$ cat src/rtl/lcd_stream_ctrl.sv
// lcd_stream_ctrl: HD44780 8-bit write-only driver with power-up init and a {rs,data} byte FIFO
module lcd_stream_ctrl #(
    parameter int         EN_CYC     = 50,
    parameter int         SHORT_CYC  = 2500,
    parameter int         LONG_CYC   = 100000,
    parameter int         PWRUP_CYC  = 1000000,
    parameter int         FIFO_DEPTH = 4,
    parameter bit         TWO_LINE   = 1'b1,
    parameter logic [7:0] DISP_CMD   = 8'h0E
) (
    input  logic       clk,
    input  logic       rst_n,
    input  logic       in_valid,
    output logic       in_ready,
    input  logic       in_rs,
    input  logic [7:0] in_data,
    output logic       init_done,
    output logic       busy,
    output logic       lcd_en,
    output logic       lcd_rw,
    output logic       lcd_rs,
    output logic [7:0] lcd_data
);
    localparam int AW = $clog2(FIFO_DEPTH);
    localparam int M1 = PWRUP_CYC > LONG_CYC ? PWRUP_CYC : LONG_CYC;
    localparam int M2 = SHORT_CYC > EN_CYC ? SHORT_CYC : EN_CYC;
    localparam int CW = $clog2((M1 > M2 ? M1 : M2) + 1);
    localparam logic [7:0] FSET = TWO_LINE ? 8'h38 : 8'h30;

    typedef enum logic [2:0] {PWRUP, IDLE, SETUP, PULSE, SETTLE} state_t;

    state_t          state;
    logic [CW-1:0]   cnt;
    logic [2:0]      idx;
    logic [8:0]      mem [FIFO_DEPTH];
    logic [AW:0]     wr_ptr, rd_ptr;
    logic            full, empty, push, pop, is_long;
    logic [CW-1:0]   settle_end;
    logic [7:0]      next_init;

    assign empty      = wr_ptr == rd_ptr;
    assign full       = (wr_ptr[AW] != rd_ptr[AW]) && (wr_ptr[AW-1:0] == rd_ptr[AW-1:0]);
    assign in_ready   = !full;
    assign push       = in_valid && !full;
    assign pop        = state == IDLE && init_done && !empty;
    assign busy       = state != IDLE || !empty;
    assign lcd_rw     = 1'b0;
    // clear/home (0x01-0x03) need the long settle; decided from the byte already on the bus
    assign is_long    = !lcd_rs && lcd_data[7:2] == 6'd0;
    assign settle_end = is_long ? CW'(LONG_CYC - 1) : CW'(SHORT_CYC - 1);
    assign next_init  = idx == 3'd0 ? FSET : idx == 3'd1 ? DISP_CMD : idx == 3'd2 ? 8'h01 : 8'h06;

    always_ff @(posedge clk)
        if (push) mem[wr_ptr[AW-1:0]] <= {in_rs, in_data};

    always_ff @(posedge clk or negedge rst_n)
        if (!rst_n) begin
            wr_ptr <= '0;
            rd_ptr <= '0;
        end else begin
            if (push) wr_ptr <= wr_ptr + (AW+1)'(1);
            if (pop)  rd_ptr <= rd_ptr + (AW+1)'(1);
        end

    always_ff @(posedge clk or negedge rst_n)
        if (!rst_n) begin
            state     <= PWRUP;
            cnt       <= '0;
            idx       <= '0;
            init_done <= 1'b0;
            lcd_en    <= 1'b0;
            lcd_rs    <= 1'b0;
            lcd_data  <= '0;
        end else begin
            case (state)
                PWRUP:
                    if (cnt == CW'(PWRUP_CYC - 1)) begin
                        state    <= SETUP;
                        cnt      <= '0;
                        idx      <= '0;
                        lcd_rs   <= 1'b0;
                        lcd_data <= FSET;
                    end else cnt <= cnt + CW'(1);
                IDLE:
                    if (pop) begin
                        state              <= SETUP;
                        cnt                <= '0;
                        {lcd_rs, lcd_data} <= mem[rd_ptr[AW-1:0]];
                    end
                SETUP: begin
                    state  <= PULSE;
                    cnt    <= '0;
                    lcd_en <= 1'b1;
                end
                PULSE:
                    if (cnt == CW'(EN_CYC - 1)) begin
                        state  <= SETTLE;
                        cnt    <= '0;
                        lcd_en <= 1'b0;
                    end else cnt <= cnt + CW'(1);
                SETTLE:
                    if (cnt == settle_end) begin
                        cnt <= '0;
                        if (init_done) state <= IDLE;
                        else if (idx < 3'd4) begin
                            state    <= SETUP;
                            idx      <= idx + 3'd1;
                            lcd_data <= next_init;
                        end else begin
                            state     <= IDLE;
                            init_done <= 1'b1;
                        end
                    end else cnt <= cnt + CW'(1);
                default: state <= PWRUP;
            endcase
        end
endmodule

$ cat config.mk
export PLATFORM = sky130hd
export DESIGN_NAME = lcd_stream_ctrl
export DESIGN_NICKNAME = d
export VERILOG_FILES = /design/src/rtl/lcd_stream_ctrl.sv
export SDC_FILE = /design/constraint.sdc
export NUM_CORES = 1
export LEC_CHECK = 0
export CAP_MARGIN = 30
export CORE_UTILIZATION = 50
export CTS_CLUSTER_DIAMETER = 60
export CTS_CLUSTER_SIZE = 8
export DETAILED_ROUTE_END_ITERATION = 6
export GPL_ROUTABILITY_DRIVEN = 0
export PLACE_DENSITY = 0.69
export RECOVER_POWER = 25
export SYNTH_ARGS = -nofsm -noshare
export SYNTH_HDL_FRONTEND = slang
export SYNTH_SLANG_ARGS = --single-unit
export TNS_END_PERCENT = 5
$ cat constraint.sdc
create_clock -name clk -period 6.86 [get_ports clk]
set_input_delay 1.372 -clock clk [delete_from_list [all_inputs] [get_ports clk]]
set_output_delay 1.372 -clock clk [all_outputs]
set_load 0.005 [all_outputs]
======== Word-level counts from Yosys, hierarchy flattened ========
Memory sizes are Yosys's and may differ from the RTL's.
Index checks and enable logic that the tools add are counted.
word-level totals
  flip-flop bits (word level) ............. 43
  bits in latches ......................... 0
  bits in writable memories ............... 36
  ROM bits ................................ 0
  output and inout port bits .............. 14
  word-level logic and storage cells ...... 94
  memories ................................ 1
cells by class
  add/subtract/negate cells ............... 4
  multipliers ............................. 0
  div/mod/pow operators ................... 0
  $lt $le $gt $ge ......................... 1
  eq/ne operators ......................... 19
  shifts and indexed selects .............. 0
  mux-type cells .......................... 36
  bitwise operators ....................... 0
  reductions and logical operators ........ 24
memories
  name  words  width  rd ports  clocked after memory_dff  wr ports  RTL line  text
  mem   4      9      1         0                         1         35        logic [8:0] mem [FIFO_DEPTH];
operator list
  operator                                                                number
  20-bit one-hot mux with 5 select lines                                  1
  20-bit two-way mux                                                      4
  8-bit two-way mux                                                       5
  3-bit two-way mux                                                       9
  8-bit one-hot mux with 3 select lines                                   1
  20-bit by 1-bit adder with 20-bit output, second input constant         1
  20-bit by 17-bit equality test with 1-bit output                        1
  20-bit equality test, second input constant                             1
  20-bit by 6-bit equality test with 1-bit output, second input constant  1
  17-bit two-way mux                                                      1
  3-bit one-hot mux with 5 select lines                                   1
  2-bit inequality test, second input constant                            6
  3-bit by 1-bit adder with 3-bit output, second input constant           3
  3-bit by 2-bit equality test with 1-bit output, second input constant   3
  1-bit two-way mux                                                       7
  3-bit by 1-bit equality test with 1-bit output, second input constant   2
  3-bit logical NOT                                                       2
  6-bit logical NOT                                                       1
  6-bit two-way mux                                                       1
  3-bit one-hot mux with 2 select lines                                   1
  2-bit AND reduction                                                     3
  6-bit AND reduction                                                     1
  2-bit nonzero test                                                      3
  1-bit logical AND                                                       5
  other kinds (16)                                                        20

======== Longest topological paths before layout ========
Gate-level depths: netlist of run 1.
  word-level depth ........................ 8
  gate-level depth with buffers ........... 8

======== Worst setup path before layout of run 1 ========
OpenSTA, ideal clock, no wires.
  kind .................................... register to output
  from .................................... register state[0]
  to ...................................... output busy
  data arrival time ....................... 1.102 ns
  data required time ...................... 5.488 ns
  setup slack ............................. 4.386 ns
  stages on the path, launching flop included .. 5
  path through ............................ dfrtp_1 > clkbuf_1 > nand2b_1 > nor2_1 > nand3b_1
on the way
  word-level cells in the longest chain between the ends .. 2
RTL lines
  what                                              RTL line  text
  start, declared                                   32        state_t state;
  start signal, assigned                            67        state <= PWRUP;
  start signal, assigned                            78        state <= SETUP;
  start signal, assigned                            86        state <= SETUP;
  3-bit by 1-bit inequality test with 1-bit output  46        assign busy = state != IDLE || !empty;
  1-bit logical OR                                  46
  end, declared                                     18        output logic busy,
Every way passes these cells.

======== Worst setup path in the final report of run 1 ========
  from .................................... register state[2]
  to ...................................... output busy
The elaborated chain is that of the path after synthesis.

==> out/qor.txt, run 1 <==
# fillers = 681
# setup viols final = 0
I/O pins = 26
Placed cells = 459
Sequential fraction of the synthesis area = 0.532
Syn-to-layout area delta = 12.4%
Leakage = 1.77 nW
Commonest non-fill, non-tap cells in the layout = 43 x dfrtp_1, 36 x nand2_1, 36 x edfxtp_1
Clock Tree Buf Depth = 2
Final count of hold timing violations = 0
Met3 wire length = 359 um
#FFs+latches synth = 79
Hold_sp = wr_ptr[2]
Layout cells sized above 1 = 0.126
Critical path data required time = 5.49 ns
H-tree depth = 3
Initial Util = 0.522
Post-synthesis compound-gate area fraction = 0.116
Die Span Y = 92.1 um
Worst setup EP type = output port
Netlist cell types = 59
Hold-fix buffers, CTS = 0
Maximum fanout along the worst path = 20
Clk root buf = clkbuf_8
Die footprint = 0.00847 mm^2
Async set-reset flop share out of synthesis = 0.544
Total power draw = 1.08 mW
Reg area = 0.00216 mm^2
Area of the multi-input gates = 0.00173 mm^2
Reg-to-Reg Start = rd_ptr[0]
Number of global-route vias before repair = 2704
Cells after synthesis = 352
RSZ-0062 raised after global routing = false
First-pass GRT wire length = 13.7 mm
Max_cap viols = 1
Failing checks = max-capacitance violations, max-slew violations
Final Util = 0.587
XOR/XNOR Fraction of Synth Area = 0.0151
Crit path DAT = 2.40 ns
Routed vias/inst = 5.83
Syn avg cell area = 11.5 um^2
Fmax = 265 MHz
Largest family of logic cells by synthesized area = simple AND/OR/NAND/NOR gates
DP HPWL = 5.41 mm
Wire length per cell = 16.8 um
Via Count = 2775
Antenna viol nets, final = 0
Mapped Nets = 375
Yosys warnings = 0
DRT iter0 DRCs = 247
Sink Count = 79
Clock slew at reported path FFs = 0.08 ns
Status = complete, but fails checks
Startpoint Class = register
Post-CTS resize count = 0
Most common cell after layout, fill and taps aside = dfrtp_1
TNS Setup = 0 ns
Max layer used = met4
Gr ovfl total = 0
Synth Cell Area = 0.00406 mm^2
Met2 wire len = 3.78 mm
Final min period = 3.77 ns
Critical path origin = state[2]
# DRC = 0
Initial antenna violation count = 0
Post-synth top flop = dfrtp_1
First drt pass iteration count = 4
Largest net degree at the start of global routing = 44
Total GRT Usage = 0.211
CTS buffer count = 9
Port bufs = 24
# rows = 32
Multiplexer share of the synthesized area = 0.0901
Measured slew at the worst slew-check pin = 1.77 ns
Setup repair bufs after CTS = 0
Cell Pwr Density = 236 mW/mm^2
TritonCTS clock tree = yes
Synth Area in Simple Gates = 0.169
Nets@finish = 392
# diodes = 0
Clock skew = 0.0107 ns
Post-Route M1 WL = 3.74 mm
Worst vdd ir = 0.150 mV
Slew Limit Fails = 32
EDFF count, synth = 36
Layout Cells excl Fill = 476
Max-slew headroom = -0.183
Period utilization = 0.550
Routed Wire Length = 8.01 mm
Adder-Cell Fraction of Synth Area = 0.0339
Core area = 0.00777 mm^2
Worst-skew pair later-pin latency = 0.36 ns
Hold Slack = 0.501 ns
Crit path kind = reg -> out
Die width = 92.1 um
Hold Path Class = reg -> reg
==> cells in the mapped netlist (all sizes together), types with 2 or more instances <==
cell type,n,area [um^2]
nand4,11,68.8
inv,20,75.1
nor2,11,41.3
buf,8,55.1
a31oi,11,75.1
and3,4,25.0
mux2,8,113
o22ai,5,31.3
nor2b,4,25.0
a21oi,7,35.0
nor4,8,62.6
a22oi,4,30.0
nor3,7,40.0
o211ai,3,22.5
o21ai,21,105
clkbuf,11,41.3
or4,2,15.0
mux2i,5,50.1
o31ai,7,66.3
and4,3,26.3
nand2b,6,37.5
or2,5,31.3
nor4b,2,23.8
xnor2,2,17.5
o31a,2,17.5
edfxtp,36,1080
nand3,9,50.1
and2,8,50.1
mux4,9,203
or3,3,23.8
xor2,5,43.8
ha,11,138
dfrtp,43,1080
nand3b,3,22.5
nand2,36,135
o32ai,2,17.5
==> stage by stage <==
step	worst slack, ns	area, um^2
after global placement	3.50	4320
after global routing	2.95	4560
after detailed placement	3.48	4320
after floorplan	4.39	4060
final	3.09	4560
after CTS	3.06	4550
==> sequential cells by signal (all words and copies together), names as in the netlist <==
name and flops:
rd_ptr 3, idx 3, init_done 1, lcd_en 1, mem 36, state 3
lcd_data 8, wr_ptr 3, cnt 20, lcd_rs 1
==> per-layer routing <==
metal | vias to the layer above | global-route usage
met5 | - | 0
met4 | 0 | 0.0716
met3 | 12 | 0.0564
met2 | 63 | 0.321
met1 | 1363 | 0.294
li1 | 1337 | -
==> kinds of logic (layout without fill, tap and decap cells) <==
kind of cell             after synthesis  in the layout
AO/OA/AOI/OAI                         70             70
flip-flops                            79             79
XOR/XNOR                               7              7
buffers and inverters                 39             61
multiplexers                          22             22
AND/OR/NAND/NOR                      123            123
adder cells (fa/ha/maj)               11             11
other                                  1              1
==> report_power, final <==
part,total (mW),internal (mW),switching [mW]
Sequential,0.569,0.551,0.0185
Clock,0.404,0.214,0.191
Combinational,0.102,0.0401,0.0619
==> path summary, 6_finish.rpt <==
path	slack, ns	endpoint	cells past startpoint
max reg2reg	3.67	cnt[3]	5
min	0.50	wr_ptr[2]	1
max in group asynchronous	3.75	wr_ptr[2]	2
max	3.09	busy	4
min in group asynchronous	1.02	init_done	1
min reg2reg	0.50	wr_ptr[2]	1
==> critical path: stages (launching register included) <==
cell             delay (ns)
dfrtp_1                0.61
nand2b_1               0.31
nor2_1                 0.48
nand3b_1               0.17
clkdlybuf4s50_1        0.48
==> layout make-up <==
class | count | share of cell area
Multi-Input combinational cell | 234 | 0.379
Tap cell | 102 | 0.0280
Timing Repair Buffer | 25 | 0.0522
Inverter | 20 | 0.0165
Clock buffer | 9 | 0.0272
Clock inverter | 7 | 0.0239
Sequential cell | 79 | 0.473
Note: power is estimated with default switching activity, not from simulation.
==> run 2, diff against run 1 <==
Clock period 6.86 ns to 3.6 ns, I/O delays scaled along.
==> out/qor.txt, run 2 (same netlist as run 1, synthesis figures left out) <==
Status = finished clean
Max FFs per register = 36
Final count of hold timing violations = 0
# fillers = 670
RSZ-0062 raised after global routing = false
Most common cell after layout, fill and taps aside = dfrtp_1
Final Util = 0.591
Critical Path Max Stage Delay = 0.52 ns
Int Power = 1.53 mW
Number of global-route vias before repair = 2731
Antenna viol nets, final = 0
Sw Pwr = 0.527 mW
Gr ovfl total = 0
Met3 wire length = 396 um
Clock skew = 0.0164 ns
Max-slew headroom = 0.0310
Met2 wire len = 3.88 mm
Clock Tree Buf Depth = 2
Commonest non-fill, non-tap cells in the layout = 43 x dfrtp_1, 36 x nand2_1, 36 x edfxtp_1
Reg area = 0.00216 mm^2
Clock slew at reported path FFs = 0.10 ns
Reg-to-reg slack, setup = 0.76 ns
Fmax = 332 MHz
R2r worst-path depth = 6
DRT iter0 DRCs = 217
Syn-to-layout area delta = 13.1%
Hold Path Class = in -> async
Cell Pwr Density = 449 mW/mm^2
Worst-skew pair later-pin latency = 0.36 ns
Comb power frac = 0.097
Setup repair bufs after CTS = 0
Worst path slowest cell = dfrtp_1
Layout cells sized above 1 = 0.135
Via Count = 2856
I/O pins = 26
Max layer used = met4
Post-Route M1 WL = 3.91 mm
Crit path DAT = 2.29 ns
Final min period = 3.01 ns
Leakage = 1.79 nW
Placed cell area = 0.00437 mm^2
Measured slew at the worst slew-check pin = 1.45 ns
Initial antenna violation count = 0
Layout Cells excl Fill = 480
First-pass GRT wire length = 14.1 mm
# setup viols final = 0
# diodes = 0
DP HPWL = 5.91 mm
CP bufs+invs = 1
Cell family with most CP delay = simple AND/OR/NAND/NOR gates
Nets@finish = 396
Hold-fix buffers, CTS = 0
CP Cell Sequence = nand2b_1, nor2_1, nand3b_1, clkdlybuf4s50_1
Critical path data required time = 2.88 ns
Worst setup EP type = output port
Crit path kind = reg -> out
Routed vias/inst = 5.95
Design area = 0.00459 mm^2
Period utilization = 0.836
Startpoint Class = register
Slew Limit Fails = 0
Die footprint = 0.00847 mm^2
First drt pass iteration count = 5
TritonCTS clock tree = yes
Wire length per cell = 17.4 um
Die Span Y = 92.1 um
Sink Count = 79
Core area = 0.00777 mm^2
Register share of total power = 0.528
Routed Wire Length = 8.35 mm
Hold Slack = 0.464 ns
CTS buffer count = 9
Clk root buf = clkbuf_8
Port bufs = 24
Clock power share = 0.375
Die width = 92.1 um
Largest net degree at the start of global routing = 28
Switching share of power = 0.256
# rows = 32
Area of the multi-input gates = 0.00173 mm^2
Worst vdd ir = 0.283 mV
H-tree depth = 3
Initial Util = 0.522
# DRC = 0
Crit Reg-Reg Endpoint = cnt[11]
Max_cap viols = 0
TNS Setup = 0 ns
Reg-to-Reg Start = lcd_data[4]
Total GRT Usage = 0.217
Placed cells = 464
Maximum fanout along the worst path = 9
Post-CTS resize count = 0
run 2: cell types whose count changed in the layout (fill, tap and decap cells not counted), sizes merged:
cell	delta
inv	-1
clkinv	+1
buf	+4
run 2: metrics by stage:
stage / worst slack, ns / power [mW]
after detailed placement: 0.822 / 1.32
final: 0.592 / 2.06
after CTS: 0.607 / 2.08
after floorplan: 1.25 / 1.22
after global routing: 0.429 / 2.15
after global placement: 0.837 / 1.30
run 2: worst max-delay path by stage:
stage	startpoint	to	cells past startpoint
after floorplan	cnt[0]	lcd_data[0]	8
after global placement	lcd_data[4]	cnt[9]	6
after detailed placement	lcd_data[4]	cnt[11]	6
after CTS	state[0]	busy	4
after global routing	state[0]	busy	4
final	state[0]	busy	4
run 2: power by group through the flow:
stage	Clock, mW	Combinational, mW	Sequential, mW
5_1_grt	0.821	0.227	1.10
3_3_place_gp	0	0.193	1.10
2_1_floorplan	0	0.125	1.09
3_5_place_dp	0	0.206	1.11
6_report	0.772	0.200	1.09
4_1_cts	0.787	0.208	1.09
run 2: final cells by class:
cell class                      count  share of cell area
Sequential cell                    79               0.470
Multi-Input combinational cell    234               0.376
Timing Repair Buffer               29              0.0584
Tap cell                          102              0.0278
Clock buffer                        9              0.0270
Clock inverter                      7              0.0237
Inverter                           20              0.0164
run 2: metal layers:
| layer | GRT usage | up-vias |
|---|---|---|
| met5 | 0 | - |
| met4 | 0.0872 | 0 |
| met3 | 0.0365 | 14 |
| met2 | 0.327 | 87 |
| met1 | 0.312 | 1398 |
| li1 | - | 1357 |
==> RTL edit, RTL diff (config.mk and constraints of run 2) <==
`EN_CYC`: 50 -> 25.
--- a/src/rtl/lcd_stream_ctrl.sv
+++ b/src/rtl/lcd_stream_ctrl.sv
@@ -2,3 +2,3 @@
 module lcd_stream_ctrl #(
-    parameter int         EN_CYC     = 50,
+    parameter int         EN_CYC     = 25,
     parameter int         SHORT_CYC  = 2500,
Formal check against the unedited RTL: same outputs for any inputs over 10 cycles, from zero or initial values and one cycle with rst_n low; that may be too few to reach the edited logic, so the function may still have changed.
==> RTL edit against run 2 <==
The flow now finishes with violations (max-capacitance violations, max-slew violations); wire length about the same; largest cell class unchanged; count of clock-buffer cells in the layout unchanged; final area decreased by 0.68%; global-route usage increased by 0.43 points; worst setup slack improved by 140 ps; final cell count decreased by 2.1%; area after synthesis decreased by 2.1%; sequential cell count unchanged; clock power decreased by 1%; synthesized cell count decreased by 5.4%; total power decreased by 0.32%.
==> RTL edit: results (changes against run 2) <==
| Metric | Value |
|---|---|
| CP Max Fanout | 12 (+3) |
| Synth Net Count | 356 (-5.1%) |
| Met3 global-route usage | 5.53% (+1.9 points) |
| Max-cap violations | 1 (+1) |
| Placed Instance Area | 4320 µm² (-1.2%) |
| Final WL | 8350 µm (about the same) |
| P_leak | 1.81 nW (+1.1%) |
| Met1 GRT Util | 29.7% (-1.6 points) |
| Sequential area share after synthesis | 54.4% (+1.2 points) |
| Vias in the first global route | 2,835 (+3.8%) |
| Post-DP HPWL | 5890 µm (-0.27%) |
| Slew margin rel. | -43.4% (-47 points) |
| Nets | 386 (-2.5%) |
| CP delay by family, top | flip-flops |
| Drt via density | 5.90 (-0.91%) |
| Synth top area cells | edfxtp_1 27%, dfrtp_1 27%, mux4_2 5.1%, ha_1 3.5%, nand2_1 2.8% |
| Most frequent cells after synthesis | 43 x dfrtp_1, 36 x edfxtp_1, 30 x nand2_1 |
| Worst VDD drop | 0.442 mV (+56%) |
| Skew final | 13.6 ps (-2.85 ps) |
| First-pass GRT wire length | 14,100 µm (+0.15%) |
| Outcome | finished, violations left |
| Fill count | 638 (-4.8%) |
| Met2 Use GR | 34.9% (+2.2 points) |
| Largest net degree at the start of global routing | 44 (+57%) |
| Violated checks | max-capacitance violations, max-slew violations |
| Layout cells sized above 1 | 16.0% (+2.5 points) |
| Slew Viols, Final | 41 (+41) |
| Unique masters post-synth | 62 (+5.1%) |
| Final Instance Count excl. Fillers | 470 (-2.1%) |
| Crit path arrival time | 2140 ps (-150 ps) |
| Crit share post-route | 79.6% (-4.0 points) |
| Critical Path End | in_ready |
| GRT Total Usage | 22.1% (+0.43 points) |
| Hold slack | 163 ps (-301 ps) |
| Crit path from | rd_ptr[1] |
| Slowest Stage Delay on Critical Path | 680 ps (+160 ps) |
| Pre-CTS setup slack | 769 ps (-52.7 ps) |
## RTL edit: changes by cell type after synthesis, moves of 6 or more
cell / run 2 / this run
o21ai_1: 8 / 0
mux2_2: 2 / 8
a31oi_1: 10 / 1
nand2_1: 36 / 30
mux2_4: 6 / 0
nor2_1: 11 / 23
nand3_1: 8 / 14
and3_1: 4 / 11
## RTL edit: final cells by class
cell class | count | area [µm²] | share of cell area, %
multi-input cells | 229 | 1710 | 37.5
clock buffers | 9 | 124 | 2.72
flip-flops and latches | 79 | 2160 | 47.3
repair buffers | 30 | 275 | 6.04
inverters | 14 | 52.6 | 1.15
clock inverters | 7 | 109 | 2.39
well taps | 102 | 128 | 2.80
## RTL edit: worst min-delay path by stage
stage / to / cells past startpoint
2_1_floorplan: cnt[0] / 0
3_3_place_gp: lcd_en / 1
3_5_place_dp: lcd_en / 1
4_1_cts: wr_ptr[2] / 1
5_1_grt: cnt[2] / 1
6_report: cnt[2] / 1
## RTL edit: power breakdown
group	total, mW	internal (mW)	switching (mW)
registers	1.08	1.05	0.0347
logic	0.204	0.0760	0.128
clock network	0.764	0.406	0.358
total	2.05	1.53	0.521
## RTL edit: layer usage
metal  up-vias  wire, µm
met2        83      4000
met4         0       167
met1      1360      3760
met3        15       414
li1       1313         -
met5         -         0
## RTL edit: cell families after synthesis
| logic type | count (synthesis) | share of synthesized area [%] |
|---|---|---|
| and+or+nand+nor | 134 | 18.7 |
| DFF | 79 | 54.4 |
| AOI/OAI and AO/OA | 48 | 9.36 |
| buffers and inverters | 25 | 2.55 |
| muxes | 21 | 8.39 |
| xor gates and xnor gates | 14 | 3.09 |
| adders and majority gates | 11 | 3.47 |
| other | 1 | 0.0945 |
